==> config.mk <==
export PLATFORM = sky130hd
export DESIGN_NAME = button_port
export DESIGN_NICKNAME = d
export VERILOG_FILES = /design/src/rtl/button_port.sv
export SDC_FILE = /design/constraint.sdc
export NUM_CORES = 1
export LEC_CHECK = 0
export BUFFER_PORTS_ARGS = -buffer_cell sky130_fd_sc_hd__clkbuf_2
export CAP_MARGIN = 5
export CORE_MARGIN = 3
export CORE_UTILIZATION = 25
export DETAILED_ROUTE_END_ITERATION = 7
export HOLD_SLACK_MARGIN = 0.15
export PLACE_DENSITY = 0.44
export SLEW_MARGIN = 20
export SYNTH_ARGS = -nofsm -noshare
export SYNTH_HDL_FRONTEND = slang
export SYNTH_SLANG_ARGS = --single-unit
==> constraint.sdc <==
create_clock -name clk -period 2.5 [get_ports clk]
set_clock_uncertainty 0.1 [all_clocks]
set_input_delay 0.375 -clock clk [delete_from_list [all_inputs] [get_ports clk]]
set_output_delay 0.375 -clock clk [all_outputs]
set_load 0.05 [all_outputs]
==> src/rtl/button_port.sv <==
// rtl/button_port.sv - debounced push-button MMIO peripheral with sticky W1C press flags
module button_port #(
    parameter int NUM_BUTTONS     = 4,
    parameter int DEBOUNCE_CYCLES = 500000,
    parameter int CNT_W           = $clog2(DEBOUNCE_CYCLES)
) (
    input  logic                   clk,
    input  logic                   rst_n,
    input  logic [NUM_BUTTONS-1:0] btn_raw,
    input  logic                   we,
    input  logic [31:0]            wdata,
    output logic [31:0]            rdata,
    output logic                   press_any
);

    // Terminal count: an input that has disagreed with the accepted level for
    // this many consecutive edges is accepted on the next one.
    localparam logic [CNT_W-1:0] CNT_MAX = CNT_W'(DEBOUNCE_CYCLES - 1);

    logic [NUM_BUTTONS-1:0] s1_q;
    logic [NUM_BUTTONS-1:0] s2_q;
    logic [NUM_BUTTONS-1:0] stable_q;
    logic [NUM_BUTTONS-1:0] stable_d;
    logic [NUM_BUTTONS-1:0] press_q;
    logic [NUM_BUTTONS-1:0] press_d;
    logic [NUM_BUTTONS-1:0] rise;
    logic [NUM_BUTTONS-1:0] clr_mask;
    logic [CNT_W-1:0]       cnt_q [NUM_BUTTONS];
    logic [CNT_W-1:0]       cnt_d [NUM_BUTTONS];

    // Store data above the implemented buttons has no effect.
    logic unused_wdata;
    assign unused_wdata = ^wdata[31:NUM_BUTTONS];

    // Two-flop synchroniser bringing the asynchronous button levels into clk.
    always_ff @(posedge clk or negedge rst_n) begin
        if (!rst_n) begin
            s1_q <= '0;
            s2_q <= '0;
        end else begin
            s1_q <= btn_raw;
            s2_q <= s1_q;
        end
    end

    // Debounce next state: count edges of disagreement, any agreement restarts.
    always_comb begin
        for (int i = 0; i < NUM_BUTTONS; i++) begin
            stable_d[i] = stable_q[i];
            cnt_d[i]    = '0;
            if (s2_q[i] != stable_q[i]) begin
                if (cnt_q[i] == CNT_MAX) begin
                    stable_d[i] = s2_q[i];
                end else begin
                    cnt_d[i] = cnt_q[i] + CNT_W'(1);
                end
            end
        end
    end

    // Accepted level and debounce counters.
    always_ff @(posedge clk or negedge rst_n) begin
        if (!rst_n) begin
            stable_q <= '0;
            for (int i = 0; i < NUM_BUTTONS; i++) begin
                cnt_q[i] <= '0;
            end
        end else begin
            stable_q <= stable_d;
            for (int i = 0; i < NUM_BUTTONS; i++) begin
                cnt_q[i] <= cnt_d[i];
            end
        end
    end

    // Press flag next state: a new press overrides a same-cycle clear.
    always_comb begin
        rise     = stable_d & ~stable_q;
        clr_mask = we ? wdata[NUM_BUTTONS-1:0] : '0;
        press_d  = (press_q & ~clr_mask) | rise;
    end

    // Sticky press flags.
    always_ff @(posedge clk or negedge rst_n) begin
        if (!rst_n) begin
            press_q <= '0;
        end else begin
            press_q <= press_d;
        end
    end

    // Status word: accepted levels in byte 0, press flags in byte 1.
    always_comb begin
        rdata                      = '0;
        rdata[NUM_BUTTONS-1:0]     = stable_q;
        rdata[8 +: NUM_BUTTONS]    = press_q;
    end

    assign press_any = |press_q;

endmodule

==> flow_summary_export.csv, run 1 <==
group,metric,value,unit
setup_path,worst_setup_path_end_kind,"flip-flop",
power,ir_worst_vdd,0.000260,V
route,drt-wirelength-per-cell,12.6,um
setup_path,crit_arrival,2.36,ns
synthesis,yosys.area.top_type,"dfrtp_1",
floorplan,fp.dieArea,0.0198,mm2
clock_network,htree_levels,3,
floorplan,ios,72,
clock_network,cts_buffer_depth,2,
synthesis,synth.most_common_cell,"dfrtp_1",
power,power.switching,716,uW
setup_path,path_cells,"or4b_1 > or4_4 > nor2_1 > mux2_2",
timing,relSlewSlack,55.4,%
setup_path,path_max_fanout,3,
cells_and_area,final_area,0.00523,mm2
setup_path,slowest_stage,"or4_4",
timing,post-route-period-util,89.5,%
setup_path,reg2reg_from,"cnt_q[33]",
global_routing,grt_overflow,0,
outcome,status,"finished, final reports clean",
global_routing,grt_use_total,9.79,%
synthesis,ys_warn_count,0,
synthesis,ys.flop_type,"dfrtp_1",
flow_run,maxCapViolCount,0,
route,vias,3230,
synthesis,synthArstFlopShare,100,%
floorplan,die_w,141,um
synthesis,synth_area,0.00453,mm2
synthesis,syn_inst,457,
floorplan,core,0.0175,mm2
synthesis,netlist_top_cells_area,"dfrtp_1 51%, xnor2_1 10%, nor2_1 6.6%",
timing,tightestPinTransition,0.663,ns
route,first_iter_violations,120,
clock_network,path_clk_slew,0.06,ns
cells_and_area,nets,540,
clock_network,post_cts_buffers,0,
power,switching_share,23.7,%
timing,final_max_slew_viol_count,0,
setup_path,critPathRequiredTime,2.62,ns
placement,numPortBuffers,19,
setup_path,endpoint,"stable_q[2]",
route,via_per_inst,4.44,
cells_and_area,drive_gt1_share,12.2,%
power,p_comb_share,6.4,%
cells_and_area,areaGrowthSynthToFinish,15.5,%
setup_path,reg2reg_slack,0.26,ns
synthesis,synth_edf_count,0,
timing,fin_setup_tns,0,ns
cells_and_area,antennaDiodeCount,0,
placement,place_area,0.00489,mm2
power,p_leak,2.08,nW
setup_path,path_class,"flip-flop to flip-flop",
timing,hold-worst-slack,0.217,ns
global_routing,antenna_found_initial,0,
setup_path,critPathLaunch,"cnt_q[33]",
clock_network,tritoncts,"built",
global_routing,grt_max_degree,93,
route,drt_wl_total,9180,um
power,power.density,579,mW/mm2
synthesis,synth.avg_cell_area,9.90,um2
floorplan,row_count,48,
global_routing,grt_pass1_wl,15800,um
synthesis,ys_seq_elements,92,
synthesis,netlist_top_cells_count,"92 x dfrtp_1, 80 x nor2_1, 52 x xnor2_1, 26 x nand3_1, 25 x buf_4",
route,dr.pass1.iters,4,
clock_network,clock-sinks,92,
clock_network,cts-resized-gates,0,
clock_network,cts_hold_buf,5,
clock_network,cts_buffers,9,
timing,hold_viol,0,
cells_and_area,final_util,29.8,%
timing,period_needed,2.24,ns
timing,timing.fmax,0.447,GHz
setup_path,critPathMaxStageDelay,0.57,ns
clock_network,clock_latency,0.34,ns
power,internal-power,2.31,mW
power,p_clk_share,43.0,%
placement,gp_congestion,0.773,
timing,rsz0062_at_grt,"false",
route,final_antenna_net_count,0,
global_routing,grt_pass1_vias,3247,
floorplan,start_util,25.8,%
synthesis,synth_seq_area_share,50.9,%
setup_path,r2r_cells,4,
synthesis,ys_types,44,
synthesis,synth_top_cell_area_share,50.9,%
setup_path,crit-reg2reg-capture,"stable_q[2]",
timing,setup_viol,0,
setup_path,start_kind,"flip-flop",
clock_network,root_buffer,"clkbuf_16",
route,drcViolationCount,0,
power,p_seq_share,50.7,%
hold_path,min_path_type,"primary input to flip-flop",
floorplan,dieHeight,141,um
placement,dp_hpwl,6280,um
-- per-layer routing --
layer,wire [um],vias to the layer above,global-route usage [%]
li1,-,1605,-
met1,4540,1558,13.3
met2,4160,55,15.4
met3,317,12,1.67
met4,165,0,4.33
met5,0,-,0
-- power groups by stage --
stage	registers, mW	logic (mW)	clock network [mW]
after floorplan	1.56	0.156	0
after global placement	1.56	0.189	0
after detailed placement	1.56	0.190	0
after CTS	1.53	0.197	1.36
after global routing	1.53	0.214	1.42
final	1.53	0.192	1.30
-- cell families after synthesis --
family	after synthesis	synth area share, %
multiplexers	6	1.44
other	1	0.0829
buffers and inverters	52	6.55
XOR/XNOR	62	12.0
flip-flops	92	50.9
AND/OR/NAND/NOR	215	23.8
adder cells (fa/ha/maj)	4	1.11
AO/OA/AOI/OAI	25	4.12
-- worst max-delay path: cells and delay by family (launching register included) --
family	cells	cell delay (ns)
and+or+nand+nor	3	1.27
DFF	1	0.40
muxes	1	0.35
-- layout by cell type, fill, tap and decap left out, types with 2 or more instances in the layout --
cell and instances:
nand3_1 26, mux2i_1 2, buf_12 2, conb_1 24
clkbuf_2 18, a21oi_1 8, and2_1 2, o41ai_1 2
dlygate4sd3_1 5, a31o_2 2, nor3_1 17, xor2_1 10
clkbuf_8 3, inv_1 22, xnor2_1 52, nor4_1 23
and3_1 3, or2_2 4, nand2_1 23, or4_1 4
nand4_1 19, dfrtp_1 92, clkbuf_1 3, mux2_2 4
buf_4 11, nor2_1 80, o21ai_0 4, ha_1 4
clkbuf_16 9, a32o_1 3, or3_1 3
-- final cells by class --
type | instances | area (um2)
clock inverters | 1 | 5.00
flip-flops and latches | 92 | 2300
repair buffers | 36 | 263
fillers | 1855 | 12300
inverters | 22 | 82.6
multi-input cells | 336 | 2010
clock buffers | 15 | 278
well taps | 225 | 282
-- through the flow --
step | worst slack [ns] | power [mW] | cells
detailed placement | 0.257 | 1.75 | 706
finish | 0.262 | 3.02 | 727
floorplan | 0.365 | 1.71 | 480
global route | 0.173 | 3.17 | 727
global placement | 0.281 | 1.75 | 706
CTS | 0.243 | 3.09 | 727
-- flip-flops by register name, indices dropped and copies added (netlist names) --
| signal | cells |
|---|---|
| cnt_q | 76 |
| s2_q | 4 |
| press_q | 4 |
| s1_q | 4 |
| stable_q | 4 |
-- worst min-delay path by stage --
stage	from	to	slack, ns	cells after the start
after floorplan	rst_n	cnt_q[0]	-0.02	0
after global placement	s1_q[3]	s2_q[3]	0.24	0
after detailed placement	s1_q[3]	s2_q[3]	0.24	0
after CTS	wdata[2]	press_q[2]	0.20	3
after global routing	wdata[2]	press_q[2]	0.23	3
final	wdata[2]	press_q[2]	0.22	3
Note: power is estimated with default switching activity, not from simulation.
==> run 2, diff against run 1 <==
Settings changed: BUFFER_PORTS_ARGS -buffer_cell sky130_fd_sc_hd__clkbuf_2 to -buffer_cell sky130_fd_sc_hd__buf_2, CELL_PAD_IN_SITES_DETAIL_PLACEMENT set to 0, CELL_PAD_IN_SITES_GLOBAL_PLACEMENT set to 1, PLACE_DENSITY 0.44 to 0.52.
==> flow_summary_export.csv, run 2 (synthesized netlist as in run 1, its figures left out) <==
group,metric,value,unit
route,final_antenna_net_count,0,
cells_and_area,fillerInstances,1887,
clock_network,cts_buffer_depth,2,
power,internal-power,2.31,mW
global_routing,antenna_found_initial,0,
hold_path,hold_path_end,"press_q[3]",
clock_network,clock_latency,0.34,ns
timing,hold_viol,0,
floorplan,die_w,141,um
timing,relSlewSlack,53.5,%
cells_and_area,drive_gt1_share,12.7,%
floorplan,row_count,48,
floorplan,dieHeight,141,um
clock_network,path_clk_slew,0.06,ns
timing,final_max_slew_viol_count,0,
setup_path,reg2reg_slack,0.25,ns
power,p_comb_share,6.3,%
power,ir_worst_vdd,0.000362,V
route,drt_wl_total,9540,um
clock_network,cts-resized-gates,0,
flow_run,maxCapViolCount,0,
global_routing,grt_max_degree,47,
route,drcViolationCount,0,
clock_network,tritoncts,"built",
placement,dp_hpwl,6680,um
hold_path,hold_path_depth,3,
floorplan,fp.dieArea,0.0198,mm2
timing,fin_setup_tns,0,ns
power,p_leak,2.10,nW
route,via_per_inst,4.39,
floorplan,core,0.0175,mm2
clock_network,post_cts_buffers,0,
outcome,status,"finished, final reports clean",
power,power.density,581,mW/mm2
placement,gp_congestion,0.746,
floorplan,start_util,25.8,%
route,drt-wirelength-per-cell,13.1,um
setup_path,start_kind,"flip-flop",
setup_path,critPathRequiredTime,2.63,ns
setup_path,reg2reg_from,"cnt_q[33]",
setup_path,r2r_cells,4,
global_routing,grt_pass1_wl,16800,um
global_routing,grt_use_total,10.4,%
clock_network,clock-sinks,92,
placement,numPortBuffers,19,
cells_and_area,final_util,29.8,%
setup_path,crit-reg2reg-capture,"stable_q[2]",
clock_network,htree_levels,3,
cells_and_area,areaGrowthSynthToFinish,15.6,%
global_routing,grt_overflow,0,
timing,post-route-period-util,89.9,%
timing,period_needed,2.25,ns
setup_path,worst_setup_path_end_kind,"flip-flop",
cells_and_area,max_flop_register,"cnt_q",
timing,tightestPinTransition,0.691,ns
timing,timing.fmax,0.445,GHz
timing,setup_viol,0,
clock_network,root_buffer,"clkbuf_16",
cells_and_area,layout_commonest_cell,"dfrtp_1",
setup_path,crit_arrival,2.37,ns
hold_path,hp-start,"wdata[3]",
floorplan,ios,72,
power,power.switching,725,uW
cells_and_area,antennaDiodeCount,0,
cells_and_area,largest_reg_flops,76,
cells_and_area,layout_common_cells,"92 x dfrtp_1, 80 x nor2_1, 52 x xnor2_1",
cells_and_area,nets,544,
global_routing,grt_pass1_vias,3301,
setup_path,path_class,"flip-flop to flip-flop",
route,vias,3199,
power,p_clk_share,43.3,%
hold_path,min_path_type,"primary input to flip-flop",
clock_network,cts_buffers,9,
setup_path,path_max_fanout,3,
power,p_seq_share,50.4,%
route,first_iter_violations,166,
timing,rsz0062_at_grt,"false",
route,dr.pass1.iters,4,
power,switching_share,23.9,%
[run 2: cell count changes in the layout (fill, tap and decap cells not counted)]
| cell | previous run | this run |
|---|---|---|
| buf_2 | 0 | 18 |
| clkbuf_2 | 18 | 0 |
| buf_4 | 11 | 16 |
| clkbuf_8 | 3 | 0 |
| buf_12 | 2 | 1 |
| bufinv_16 | 0 | 1 |
| clkbuf_1 | 3 | 2 |
| clkinv_2 | 1 | 2 |
[run 2: repair_timing]
action / 4_1_cts / 5_1_grt
endpoints found under the hold margin: 30 / 0
hold buffers: 5 / 0
setup endpoints to repair: 0 / 0
[run 2: worst max path at each step]
stage | from | end | slack (ns) | cells past startpoint
after floorplan | cnt_q[33] | stable_q[2] | 0.37 | 4
after global placement | cnt_q[33] | stable_q[2] | 0.28 | 4
after detailed placement | cnt_q[33] | stable_q[2] | 0.27 | 4
after CTS | cnt_q[33] | stable_q[2] | 0.24 | 4
after global routing | cnt_q[33] | stable_q[2] | 0.21 | 4
final | cnt_q[33] | stable_q[2] | 0.25 | 4
[run 2: area by class of cell]
| type | instances | area [um2] | area share (%) |
|---|---|---|---|
| Inverter | 22 | 82.6 | 1.58 |
| Clock inverter | 3 | 40.0 | 0.765 |
| Timing Repair Buffer | 40 | 280 | 5.36 |
| Sequential cell | 92 | 2300 | 44.0 |
| Clock buffer | 11 | 233 | 4.45 |
| Multi-Input combinational cell | 336 | 2010 | 38.5 |
| Tap cell | 225 | 282 | 5.38 |
[run 2: worst max-delay path: stages, from the launching register on]
cell	delay [ns]
dfrtp_1	0.40
or4b_1	0.53
or4_4	0.58
nor2_1	0.16
mux2_2	0.36
[run 2: metrics by stage]
| stage | instances | setup WS, ns | total power, mW | cell area, um2 | hold WS [ns] |
|---|---|---|---|---|---|
| after floorplan | 480 | 0.365 | 1.71 | 4610 | -0.0206 |
| after global placement | 710 | 0.277 | 1.75 | 4910 | 0.228 |
| after detailed placement | 710 | 0.269 | 1.75 | 4910 | 0.226 |
| after CTS | 729 | 0.245 | 3.11 | 5230 | 0.210 |
| after global routing | 729 | 0.213 | 3.19 | 5230 | 0.223 |
| final | 729 | 0.254 | 3.04 | 5230 | 0.229 |
[run 2: power groups by stage]
stage,clock network [mW],registers [mW],logic (mW)
after floorplan,0,1.56,0.156
after global placement,0,1.56,0.191
after detailed placement,0,1.56,0.191
after CTS,1.38,1.53,0.198
after global routing,1.44,1.53,0.215
final,1.32,1.53,0.193
[run 2: routing by layer]
metal	GRT usage (%)	part of all wire [%]	wire length, um
met1	13.9	49	4690
met2	16.5	46	4430
met3	3.14	3.3	317
met4	2.91	1.1	106
met5	0	0	0
==> run 3, diff against run 2 <==
Settings changed: CORE_UTILIZATION 25 to 44, PLACE_DENSITY 0.52 to 0.83.
==> flow_summary_export.csv, run 3 (synthesized netlist as in run 1, its figures left out) <==
group,metric,value,unit
outcome,status,"finished, final reports clean",
timing,tightestPinTransition,0.652,ns
placement,gp_congestion,0.782,
cells_and_area,final_area,0.00500,mm2
clock_network,post_cts_buffers,0,
setup_path,path_class,"flip-flop to flip-flop",
cells_and_area,layout_commonest_cell,"dfrtp_1",
global_routing,antenna_found_initial,0,
clock_network,path_clk_slew,0.09,ns
route,final_antenna_net_count,0,
clock_network,root_buffer,"clkbuf_8",
timing,post-route-period-util,91.9,%
cells_and_area,antennaDiodeCount,0,
floorplan,dieHeight,107,um
cells_and_area,areaGrowthSynthToFinish,10.4,%
route,dr.pass1.iters,5,
floorplan,row_count,36,
setup_path,reg2reg_from,"cnt_q[33]",
flow_run,maxCapViolCount,0,
global_routing,grt_overflow,0,
floorplan,start_util,45.9,%
timing,hold_viol,0,
floorplan,fp.dieArea,0.0115,mm2
cells_and_area,drive_gt1_share,12.9,%
clock_network,cts_buffer_depth,2,
timing,fin_setup_tns,0,ns
hold_path,hold_path_end,"press_q[2]",
global_routing,grt_use_total,15.8,%
global_routing,grt_max_degree,54,
route,drt_wl_total,8490,um
setup_path,start_kind,"flip-flop",
setup_path,worst_setup_path_end_kind,"flip-flop",
power,p_leak,2.03,nW
route,drt-wirelength-per-cell,13.3,um
power,power.total,2.64,mW
route,vias,3244,
clock_network,htree_levels,3,
route,via_per_inst,5.10,
placement,dp_hpwl,5990,um
hold_path,hold_path_depth,3,
timing,rsz0062_at_grt,"false",
hold_path,hp-start,"wdata[2]",
floorplan,ios,72,
power,power.density,529,mW/mm2
global_routing,grt_pass1_vias,3214,
clock_network,clock_latency,0.36,ns
placement,numPortBuffers,19,
setup_path,critPathRequiredTime,2.62,ns
global_routing,grt_pass1_wl,14800,um
timing,period_needed,2.30,ns
timing,final_max_slew_viol_count,0,
route,first_iter_violations,146,
route,drcViolationCount,0,
placement,place_area,0.00476,mm2
clock_network,tritoncts,"built",
timing,timing.fmax,0.435,GHz
cells_and_area,largest_reg_flops,76,
clock_network,cts_buffers,9,
cells_and_area,nets,541,
cells_and_area,final_util,50.6,%
setup_path,crit_arrival,2.42,ns
floorplan,core,0.00986,mm2
setup_path,path_max_fanout,18,
hold_path,min_path_type,"primary input to flip-flop",
power,ir_worst_vdd,0.000330,V
timing,relSlewSlack,56.5,%
setup_path,crit-reg2reg-capture,"cnt_q[25]",
timing,setup_viol,0,
cells_and_area,layout_common_cells,"92 x dfrtp_1, 80 x nor2_1, 52 x xnor2_1",
cells_and_area,max_flop_register,"cnt_q",
setup_path,reg2reg_slack,0.20,ns
floorplan,die_w,107,um
setup_path,r2r_cells,4,
clock_network,clock-sinks,92,
[run 3: final cells by class]
cell class / instances / area (um2)
clock inverters: 6 / 48.8
clock buffers: 10 / 138
flip-flops and latches: 92 / 2300
fillers: 902 / 4870
inverters: 22 / 82.6
multi-input cells: 336 / 2010
well taps: 133 / 166
repair buffers: 37 / 245
[run 3: per-stage QoR]
stage | cells | setup WS, ns | hold slack [ns]
after floorplan | 480 | 0.365 | -0.0206
after global placement | 615 | 0.262 | 0.233
after detailed placement | 615 | 0.202 | 0.236
after CTS | 636 | 0.187 | 0.186
after global routing | 636 | 0.0974 | 0.206
final | 636 | 0.203 | 0.206
[run 3: repair_timing]
| action | 4_1_cts | 5_1_grt |
|---|---|---|
| hold buffers | 5 | 0 |
| hold endpoints to repair | 54 | 0 |
| endpoints found under the setup margin | 0 | 0 |
| resized for setup | 0 | 0 |
[run 3: layer usage]
| layer | part of all wire, % | up-vias | global-route usage [%] |
|---|---|---|---|
| li1 | - | 1603 | - |
| met1 | 49 | 1579 | 22.0 |
| met2 | 46 | 50 | 24.2 |
| met3 | 3.3 | 12 | 3.60 |
| met4 | 1.4 | 0 | 5.59 |
| met5 | 0 | - | 0 |
[run 3: how the worst max path moves through the flow]
stage / start / endpoint / slack [ns] / cells after the start
2_1_floorplan: cnt_q[33] / stable_q[2] / 0.37 / 4
3_5_place_dp: cnt_q[33] / cnt_q[24] / 0.20 / 4
4_1_cts: cnt_q[33] / cnt_q[25] / 0.19 / 4
3_3_place_gp: cnt_q[33] / cnt_q[24] / 0.26 / 4
6_report: cnt_q[33] / cnt_q[25] / 0.20 / 4
5_1_grt: cnt_q[33] / cnt_q[37] / 0.1 / 4
[run 3: power by group]
| group | internal, mW | switching (mW) | leakage [nW] |
|---|---|---|---|
| logic | 0.0391 | 0.149 | 0.689 |
| clock network | 0.395 | 0.530 | 0.0851 |
| registers | 1.51 | 0.0214 | 1.26 |
[run 3: worst max-delay path: stages, from the launching register on]
cell     delay, ns
dfrtp_1       0.42
or4b_1        0.52
or4_4         0.58
o21ai_4       0.43
nor2_1        0.11
